[src/rtl/calc_stream_controller.sv]
// Streams word pairs from memory through an external adder and packs the sums into write words.
// Optional build macro CALC_CTRL_SATURATE_EN: saturate a slot to all-ones when the adder carries out.
module calc_stream_controller #(
  parameter int ADDR_W           = 10,
  parameter int DATA_W           = 32,
  parameter int MEM_WORD_SIZE    = 64,
  parameter int RESULTS_PER_WORD = 2
) (
  input  logic                     clk_i,
  input  logic                     rst_i,
  input  logic                     start_i,
  input  logic [ADDR_W-1:0]        read_start_addr,
  input  logic [ADDR_W-1:0]        read_end_addr,
  input  logic [ADDR_W-1:0]        write_start_addr,
  input  logic [ADDR_W-1:0]        write_end_addr,
  output logic                     read,
  output logic [ADDR_W-1:0]        r_addr,
  input  logic [MEM_WORD_SIZE-1:0] r_data,
  output logic                     write,
  output logic [ADDR_W-1:0]        w_addr,
  output logic [MEM_WORD_SIZE-1:0] w_data,
  output logic [DATA_W-1:0]        op_a,
  output logic [DATA_W-1:0]        op_b,
  input  logic [DATA_W-1:0]        sum_i,
  input  logic                     carry_i,
  output logic                     busy_o,
  output logic                     done_o,
  output logic                     err_o
);

  localparam int SLOT_W = $clog2(RESULTS_PER_WORD);

  typedef enum logic [2:0] {
    ST_IDLE, ST_READ, ST_WAIT, ST_ADD, ST_WRITE, ST_FLUSH, ST_DONE
  } state_t;

  state_t                   state, state_nx;
  logic [ADDR_W-1:0]        rd_ptr, wr_ptr, rd_end, wr_end;
  logic                     rd_past, wr_past;
  logic [SLOT_W-1:0]        slot;
  logic [MEM_WORD_SIZE-1:0] pack;
  logic [DATA_W-1:0]        slot_val;
  logic                     rd_over, wr_over, last_slot;

  // The *_past flags remember a pointer wrapping past the top of memory, so a
  // wrapped pointer is never mistaken for one still inside its range.
  assign rd_over   = rd_past || (rd_ptr > rd_end);
  assign wr_over   = wr_past || (wr_ptr > wr_end);
  assign last_slot = (slot == SLOT_W'(RESULTS_PER_WORD - 1));

`ifdef CALC_CTRL_SATURATE_EN
  assign slot_val = carry_i ? {DATA_W{1'b1}} : sum_i;
`else
  logic unused_carry;
  assign unused_carry = carry_i;
  assign slot_val     = sum_i;
`endif

  if (MEM_WORD_SIZE > 2 * DATA_W) begin : g_spare_bits
    logic unused_hi;
    assign unused_hi = ^r_data[MEM_WORD_SIZE-1:2*DATA_W];
  end

  assign w_data = pack;
  assign busy_o = (state != ST_IDLE) && (state != ST_DONE);
  assign done_o = (state == ST_DONE);

  always_ff @(posedge clk_i or posedge rst_i) begin
    if (rst_i) state <= ST_IDLE;
    else       state <= state_nx;
  end

  always_comb begin
    state_nx = state;
    read     = 1'b0;
    write    = 1'b0;
    r_addr   = '0;
    w_addr   = '0;
    case (state)
      ST_IDLE, ST_DONE: if (start_i) state_nx = ST_READ;
      ST_READ: begin
        if (rd_over) begin
          state_nx = (slot != '0) ? ST_FLUSH : ST_DONE;
        end else begin
          read     = 1'b1;
          r_addr   = rd_ptr;
          state_nx = ST_WAIT;
        end
      end
      ST_WAIT: state_nx = ST_ADD;
      ST_ADD:  state_nx = last_slot ? ST_WRITE : ST_READ;
      ST_WRITE: begin
        if (wr_over) begin
          state_nx = ST_DONE;
        end else begin
          write    = 1'b1;
          w_addr   = wr_ptr;
          state_nx = ST_READ;
        end
      end
      ST_FLUSH: begin
        if (!wr_over) begin
          write  = 1'b1;
          w_addr = wr_ptr;
        end
        state_nx = ST_DONE;
      end
      default: state_nx = ST_IDLE;
    endcase
  end

  always_ff @(posedge clk_i or posedge rst_i) begin
    if (rst_i) begin
      rd_ptr  <= '0;
      wr_ptr  <= '0;
      rd_end  <= '0;
      wr_end  <= '0;
      rd_past <= 1'b0;
      wr_past <= 1'b0;
      slot    <= '0;
      pack    <= '0;
      op_a    <= '0;
      op_b    <= '0;
      err_o   <= 1'b0;
    end else begin
      case (state)
        ST_IDLE, ST_DONE: begin
          if (start_i) begin
            rd_ptr  <= read_start_addr;
            wr_ptr  <= write_start_addr;
            rd_end  <= read_end_addr;
            wr_end  <= write_end_addr;
            rd_past <= 1'b0;
            wr_past <= 1'b0;
            slot    <= '0;
            pack    <= '0;
            err_o   <= 1'b0;
          end
        end
        ST_WAIT: begin
          op_a <= r_data[DATA_W-1:0];
          op_b <= r_data[2*DATA_W-1:DATA_W];
        end
        ST_ADD: begin
          pack[int'(slot)*DATA_W +: DATA_W] <= slot_val;
          if (!last_slot) begin
            slot   <= slot + SLOT_W'(1);
            rd_ptr <= rd_ptr + ADDR_W'(1);
            if (&rd_ptr) rd_past <= 1'b1;
          end
        end
        ST_WRITE: begin
          if (wr_over) begin
            err_o <= 1'b1;
          end else begin
            wr_ptr <= wr_ptr + ADDR_W'(1);
            if (&wr_ptr) wr_past <= 1'b1;
            rd_ptr <= rd_ptr + ADDR_W'(1);
            if (&rd_ptr) rd_past <= 1'b1;
            slot   <= '0;
            pack   <= '0;
          end
        end
        ST_FLUSH: begin
          if (wr_over) err_o <= 1'b1;
        end
        default: ;
      endcase
    end
  end

endmodule
[config.mk]
export PLATFORM = sky130hd
export DESIGN_NAME = calc_stream_controller
export DESIGN_NICKNAME = d
export VERILOG_FILES = /design/src/rtl/calc_stream_controller.sv
export SDC_FILE = /design/constraint.sdc
export NUM_CORES = 1
export LEC_CHECK = 0
export ABC_AREA = 1
export CAP_MARGIN = 25
export CORE_MARGIN = 8
export CORE_UTILIZATION = 48
export DETAILED_ROUTE_END_ITERATION = 16
export PLACE_DENSITY_LB_ADDON = 0.05
export SLEW_MARGIN = 15
export SYNTH_ARGS = -nofsm -noshare
export SYNTH_HDL_FRONTEND = slang
export SYNTH_SLANG_ARGS = --single-unit
[constraint.sdc]
create_clock -name clk_i -period 11.2 [get_ports clk_i]
set_input_delay 1.68 -clock clk_i [delete_from_list [all_inputs] [get_ports clk_i]]
set_output_delay 1.68 -clock clk_i [all_outputs]
set_load 0.01 [all_outputs]
==> out/qor.yml, run 1 <==
syn-cell-area_um2: 7960
rrSetupSlack_ns: 8.58
worstMarginPinSlew_ns: 0.839
dr_total_vias: 7101
setup_viol: 0
core_um2: 16400
worst_slack_ns: 6.55
clock_sink_count: 175
grt_setup_unrepaired: "false"
ys_seq_area_share_pct: 55.0
postSynthCellCount: 999
synth_fp_nets: 1162
io_buffers: 291
arrival_ns: 2.97
setup_tns_ns: 0
crit_start: "rd_ptr[7]$_DFFE_PP0P_"
insertion_delay_ns: 0.42
grt_overflow: 0
post_drt_wl_per_cell_um: 15.9
slowest_delay_ns: 0.55
finalWirelength_mm: 24.1
crit_chain: "ha_1 -> nand2_1 -> nor2_1 -> nand4_1 -> nand2_1 -> nand2_1 -> nor2_1 -> clkinv_1 -> nor2_1 -> clkdlybuf4s50_1"
synth_top_area_share_pct: 55.0
fill_cells: 1298
period_needed_ns: 4.65
start_util_pct: 48.5
crit_fanout: 10
cts_hold_buf: 0
synth_edf_count: 0
h-tree-depth: 4
outcome: "finished clean"
grt_pass1_wl_mm: 38.2
postCtsSetupRepairBufs: 0
fmax_mhz: 215
grt_max_degree: 81
rows: 47
relSlewSlack_pct: 43.9
hold_viol: 0
leakagePower_uw: 0.00599
cts_root_buf: "clkbuf_16"
ys_types: 31
antenna_found_initial: 0
synth_warnings: 0
gp_congestion: 0.841
p_per_area_nw_per_um2: 280
worst_clock_skew_ns: 0.0144
areaGrowthSynthToFinish_pct: 47.1
avgSynthCellArea_um2: 7.96
synth_flop_cell: "dfrtp_1"
die_h_um: 145
clk_pin_slew_ns: 0.06
synth-seq-cells: 175
cp-start-kind: "flop"
crit_required_ns: 9.52
crit_path_end: "r_addr[5]"
drive_gt1_share_pct: 4.95
fp.dieArea_um2: 20900
fp.dieW_um: 145
critPathCaptureType: "primary output"
cts_made_buffers: 17
drtIter0Drc: 344
finalCritPeriodShare_pct: 41.5
clockBufferDepth: 2
worstReg2RegEnd: "rd_ptr[7]$_DFFE_PP0P_"
grt_pass1_vias: 7355
dp_hpwl_mm: 17.8
async_reset_ff_share_pct: 100
remaining_drc_errors: 0
synth_area_leaders: "dfrtp_1, nand2_1, ha_1"
grt_usage_pct: 23.7
cts_tree: "done"
detail-route-antenna-nets: 0
fin_nets: 1444
pin_count: 293
slew_viol_final: 0
crit_path_top_delay_cell: "clkdlybuf4s50_1"
place_ws_ns: 6.99
worstSetupPathType: "reg2out"
ctsResizeCount: 0
yosysTopAreaCell: "dfrtp_1"
reg2reg_from: "state[2]$_DFFE_PP0N_"
dr.pass1.iters: 5
vdd_drop_max_uv: 139
worstHoldPathType: "reg2reg"
worstRegToRegCells: 12
via_per_inst: 4.69
max_cap_viol_count: 0
==> per-layer routing <==
layer	share of wire, %	vias up	GRT usage, %
met1	39	3226	27.6
met5	0	-	0
met2	47	233	37.6
met3	11	30	11.2
li1	-	3612	-
met4	2.7	0	8.93
==> report_power, final <==
part / switching [uW] / internal, uW / leakage (uW)
clock: 257 / 362 / 0.000297
combinational: 871 / 694 / 0.00347
sequential: 184 / 905 / 0.00223
total: 1310 / 1960 / 0.00599
==> flip-flops by register name (all words and copies together) (netlist names), 3 cells and up <==
register  count
op_a         32
op_b         32
rd_end       10
rd_ptr       10
state         3
w_data       64
wr_end       10
wr_ptr       10
==> worst min-delay path by stage <==
stage                      startpoint                     end  slack, ns  cells after the start
6_report        w_data[6]$_DFFE_PP0P_   w_data[6]$_DFFE_PP0P_       0.47                      2
5_1_grt           op_a[8]$_DFFE_PP0P_     op_a[8]$_DFFE_PP0P_       0.49                      2
4_1_cts        w_data[23]$_DFFE_PP0P_  w_data[23]$_DFFE_PP0P_       0.47                      2
3_5_place_dp   w_data[31]$_DFFE_PP0P_  w_data[31]$_DFFE_PP0P_       0.46                      2
3_3_place_gp   w_data[17]$_DFFE_PP0P_  w_data[17]$_DFFE_PP0P_       0.45                      2
2_1_floorplan     rd_past$_DFFE_PP0P_     rd_past$_DFFE_PP0P_       0.45                      2
==> cell families (layout without fill, tap and decap cells) <==
| group | count (synthesis) | in the layout | synth area share, % |
|---|---|---|---|
| xor gates and xnor gates | 6 | 6 | 0.661 |
| and+or+nand+nor | 634 | 634 | 31.3 |
| AOI/OAI and AO/OA | 46 | 46 | 3.02 |
| other | 0 | 1 | 0 |
| muxes | 5 | 5 | 0.661 |
| DFF | 175 | 175 | 55.0 |
| buffers and inverters | 110 | 405 | 5.72 |
| adders and majority gates | 23 | 23 | 3.62 |
==> through the flow <==
stage / hold slack [ns] / cell area, um^2 / std cells / util, % / power [uW]
after floorplan: 0.453 / 7960 / 999 / - / 1920
after global placement: 0.453 / 11000 / 1479 / 67.1 / 2620
after detailed placement: 0.457 / 11100 / 1482 / 67.6 / 2680
after CTS: 0.474 / 11700 / 1514 / 71.3 / 3310
after global routing: 0.490 / 11700 / 1514 / 71.3 / 3550
final: 0.469 / 11700 / 1515 / 71.3 / 3270
==> worst max-delay path: cells and delay by family (launching register included) <==
family,cells,cell delay [ns]
and+or+nand+nor,7,0.96
adders and majority gates,1,0.33
buffers and inverters,2,0.81
DFF,1,0.46
==> layout by cell type (no fill, tap or decap), drive strengths merged, types with 7 or more instances in the layout <==
cell type	synthesis	layout
dfrtp	175	175
nand4	7	7
buf	14	8
clkdlybuf4s50	0	291
clkbuf	22	18
nand3	22	22
nor2	59	59
a21oi	28	28
nand2	536	536
ha	23	23
inv	73	78
o21ai	14	14
==> cell usage after synthesis (2+ instances only) <==
master    instances
buf_6             4
inv_1            64
nor2_2            3
ha_1             23
mux2_2            2
nand3_1          22
nand4_1           7
clkbuf_1         22
o31ai_1           3
nor3_1            5
a21oi_1          28
buf_2             7
nand2_1         532
nor2_1           54
xor2_1            5
o21ai_0          14
buf_1             2
nor2_4            2
inv_2             9
dfrtp_1         175
nand2_2           3
mux2i_1           3
nor4_1            2
==> layout make-up <==
class | count | area, um^2 | share of cell area (%)
inverter | 74 | 283 | 2.42
antenna | 1 | 2.50 | 0.0214
multi-input combinational | 714 | 3130 | 26.7
timing repair buffer | 299 | 3020 | 25.8
clock buffer | 18 | 439 | 3.75
sequential | 175 | 4380 | 37.4
clock inverter | 14 | 180 | 1.54
tap | 220 | 275 | 2.35
Note: power is estimated with default switching activity, not from simulation.
==> inputs of run 2 (changes only) <==
Settings changed: CORE_UTILIZATION 48 to 45.
Clock period 11.2 ns to 4.4 ns, I/O delays scaled along.
==> run 2 against run 1 <==
- sequential power rose to 2.6 times the previous value
- global-route usage shrank 2.0 points
- routed wire length decreased by 0.59%
- non-clock buffer count rose by 2
- sequential share of layout area rose by 0.12 points
- critical path depth unchanged
- count of clock-buffer cells in the layout is 1 higher
- total power up 150%
- clock skew decreased by 0.0048 ns
- sequential cell count unchanged
==> out/qor.yml, run 2 (synthesized netlist as in run 1, its figures left out) <==
outcome: "finished clean"
hold_depth: 2  # unchanged
fp.dieArea_um2: 22200  # +5.9%
setup_viol: 0  # unchanged
die_h_um: 149  # +2.9%
dr.pass1.iters: 6  # +1
post_drt_wl_per_cell_um: 15.8  # -0.92%
ctsResizeCount: 0  # unchanged
worst_clock_skew_ns: 0.00959  # -0.00481 ns
remaining_drc_errors: 0  # unchanged
antenna_found_initial: 1  # +1
drive_gt1_share_pct: 4.95  # unchanged
relSlewSlack_pct: 38.8  # -5.1 points
finalCritPeriodShare_pct: 80.5
core_um2: 17300  # +5.4%
postCtsSetupRepairBufs: 0  # unchanged
stdcell_area_um2: 11700  # -0.33%
clockBufferDepth: 2  # unchanged
arrival_ns: 2.88  # -0.09 ns
grt_overflow: 0  # unchanged
final_cell_mix: "nand2_1, clkdlybuf4s50_1, dfrtp_1"
fmax_mhz: 282
slew_viol_final: 0  # unchanged
worstRegToRegCells: 14  # +2
cp-start-kind: "flop"
drtIter0Drc: 371  # +7.8%
max_cap_viol_count: 0  # unchanged
crit_path_end: "r_addr[3]"
cts_made_buffers: 17  # unchanged
dr_total_vias: 7134  # +0.46%
min_from: "w_data[4]$_DFFE_PP0P_"
via_per_inst: 4.69  # +0.13%
p_per_area_nw_per_um2: 701  # +150%
fill_cells: 1453  # +12%
fin_nets: 1446  # +0.14%
io_buffers: 291  # unchanged
clk_pin_slew_ns: 0.07  # about the same
grt_setup_unrepaired: "false"
worstSetupPathType: "reg2out"
insertion_delay_ns: 0.42  # about the same
cts_hold_buf: 0  # unchanged
largest_reg_flops: 64  # unchanged
vdd_drop_max_uv: 384  # +180%
crit_start: "rd_ptr[9]$_DFFE_PP0P_"
period_needed_ns: 3.54
slowest_delay_ns: 0.55  # about the same
grt_pass1_wl_mm: 37.8  # -1.0%
cts_root_buf: "clkbuf_16"
worstReg2RegEnd: "w_data[8]$_DFFE_PP0P_"
critPathCaptureType: "primary output"
areaGrowthSynthToFinish_pct: 46.7
start_util_pct: 46.0  # -2.5 points
place_area_um2: 11100  # +0.18%
fp.dieW_um: 149  # +2.9%
clock_sink_count: 175  # unchanged
setup_tns_ns: 0  # unchanged
worstHoldPathType: "reg2reg"
crit_required_ns: 3.74  # -5.78 ns
rrSetupSlack_ns: 1.78  # -6.80 ns
detail-route-antenna-nets: 0  # unchanged
crit_path_top_delay_cell: "clkdlybuf4s50_1"
final_common_cell: "nand2_1"
grt_max_degree: 66  # -19%
finalWirelength_mm: 23.9  # -0.59%
leakagePower_uw: 0.00596  # -0.52%
worstMarginPinSlew_ns: 0.915  # +0.0761 ns
grt_pass1_vias: 7039  # -4.3%
grt_usage_pct: 21.7  # -2.0 points
cts_tree: "done"
gp_congestion: 0.872  # +3.7%
crit_chain: "ha_1 -> nand2_1 -> nor2_1 -> nand4_1 -> nand2_1 -> nand2_1 -> nor2_1 -> clkinv_1 -> nor2_1 -> clkdlybuf4s50_1"
hold_viol: 0  # unchanged
crit_fanout: 10  # unchanged
reg2reg_from: "wr_ptr[5]$_DFFE_PP0P_"
dp_hpwl_mm: 17.6  # -1.1%
rows: 48  # +2.1%
pin_count: 293  # unchanged
h-tree-depth: 4  # unchanged
[run 2: cell count changes in the layout (fill, tap and decap cells not counted), sizes merged]
cell	previous run	this run
clkinvlp	3	6
inv	78	75
buf	8	10
bufinv	3	1
clkbuf	18	19
clkinv	4	3
[run 2: stage by stage]
| step | cells | power, uW | worst slack [ns] | hold WS [ns] | utilization (%) |
|---|---|---|---|---|---|
| floorplan | 999 | 4900 | 1.50 | 0.453 | - |
| global route | 1520 | 8850 | 0.599 | 0.491 | 67.4 |
| global placement | 1488 | 6690 | 1.36 | 0.452 | 64.0 |
| finish | 1520 | 8180 | 0.860 | 0.468 | 67.4 |
| CTS | 1519 | 8280 | 0.825 | 0.473 | 67.4 |
| detailed placement | 1489 | 6780 | 1.29 | 0.457 | 64.2 |
[run 2: power breakdown]
part	switching [uW]	internal, uW	total (uW)
clock	646	809	1460
combinational	2190	1760	3940
sequential	471	2300	2780
total	3300	4870	8180
[run 2: layout make-up]
type                            instances  area [um^2]  area share [%]
Sequential cell                       175         4380            37.5
Clock buffer                           19          453            3.88
Multi-Input combinational cell        714         3130            26.8
Clock inverter                         11          108           0.922
Inverter                               74          282            2.41
Antenna cell                            1         2.50          0.0215
Tap cell                              225          282            2.41
Timing Repair Buffer                  301         3030            26.0
[run 2: worst min path at each step]
stage | to | slack (ns)
finish | w_data[4]$_DFFE_PP0P_ | 0.47
global route | w_data[22]$_DFFE_PP0P_ | 0.49
CTS | w_data[4]$_DFFE_PP0P_ | 0.47
detailed placement | w_data[15]$_DFFE_PP0P_ | 0.46
global placement | op_b[6]$_DFFE_PP0P_ | 0.45
floorplan | rd_past$_DFFE_PP0P_ | 0.45
[run 2: worst max-delay path, delay by kind of cell, from the launching register on]
family / cells / cell delay, ns
fa+ha+maj: 1 / 0.32
buf+inv: 2 / 0.81
flops: 1 / 0.43
simple gates: 7 / 0.89
[run 2: metal layers]
metal,global-route usage [%],vias to the layer above,part of all wire [%]
li1,-,3615,-
met1,26.5,3266,41
met2,34.4,224,47
met3,8.50,29,9.7
met4,7.57,0,1.9
met5,0,-,0
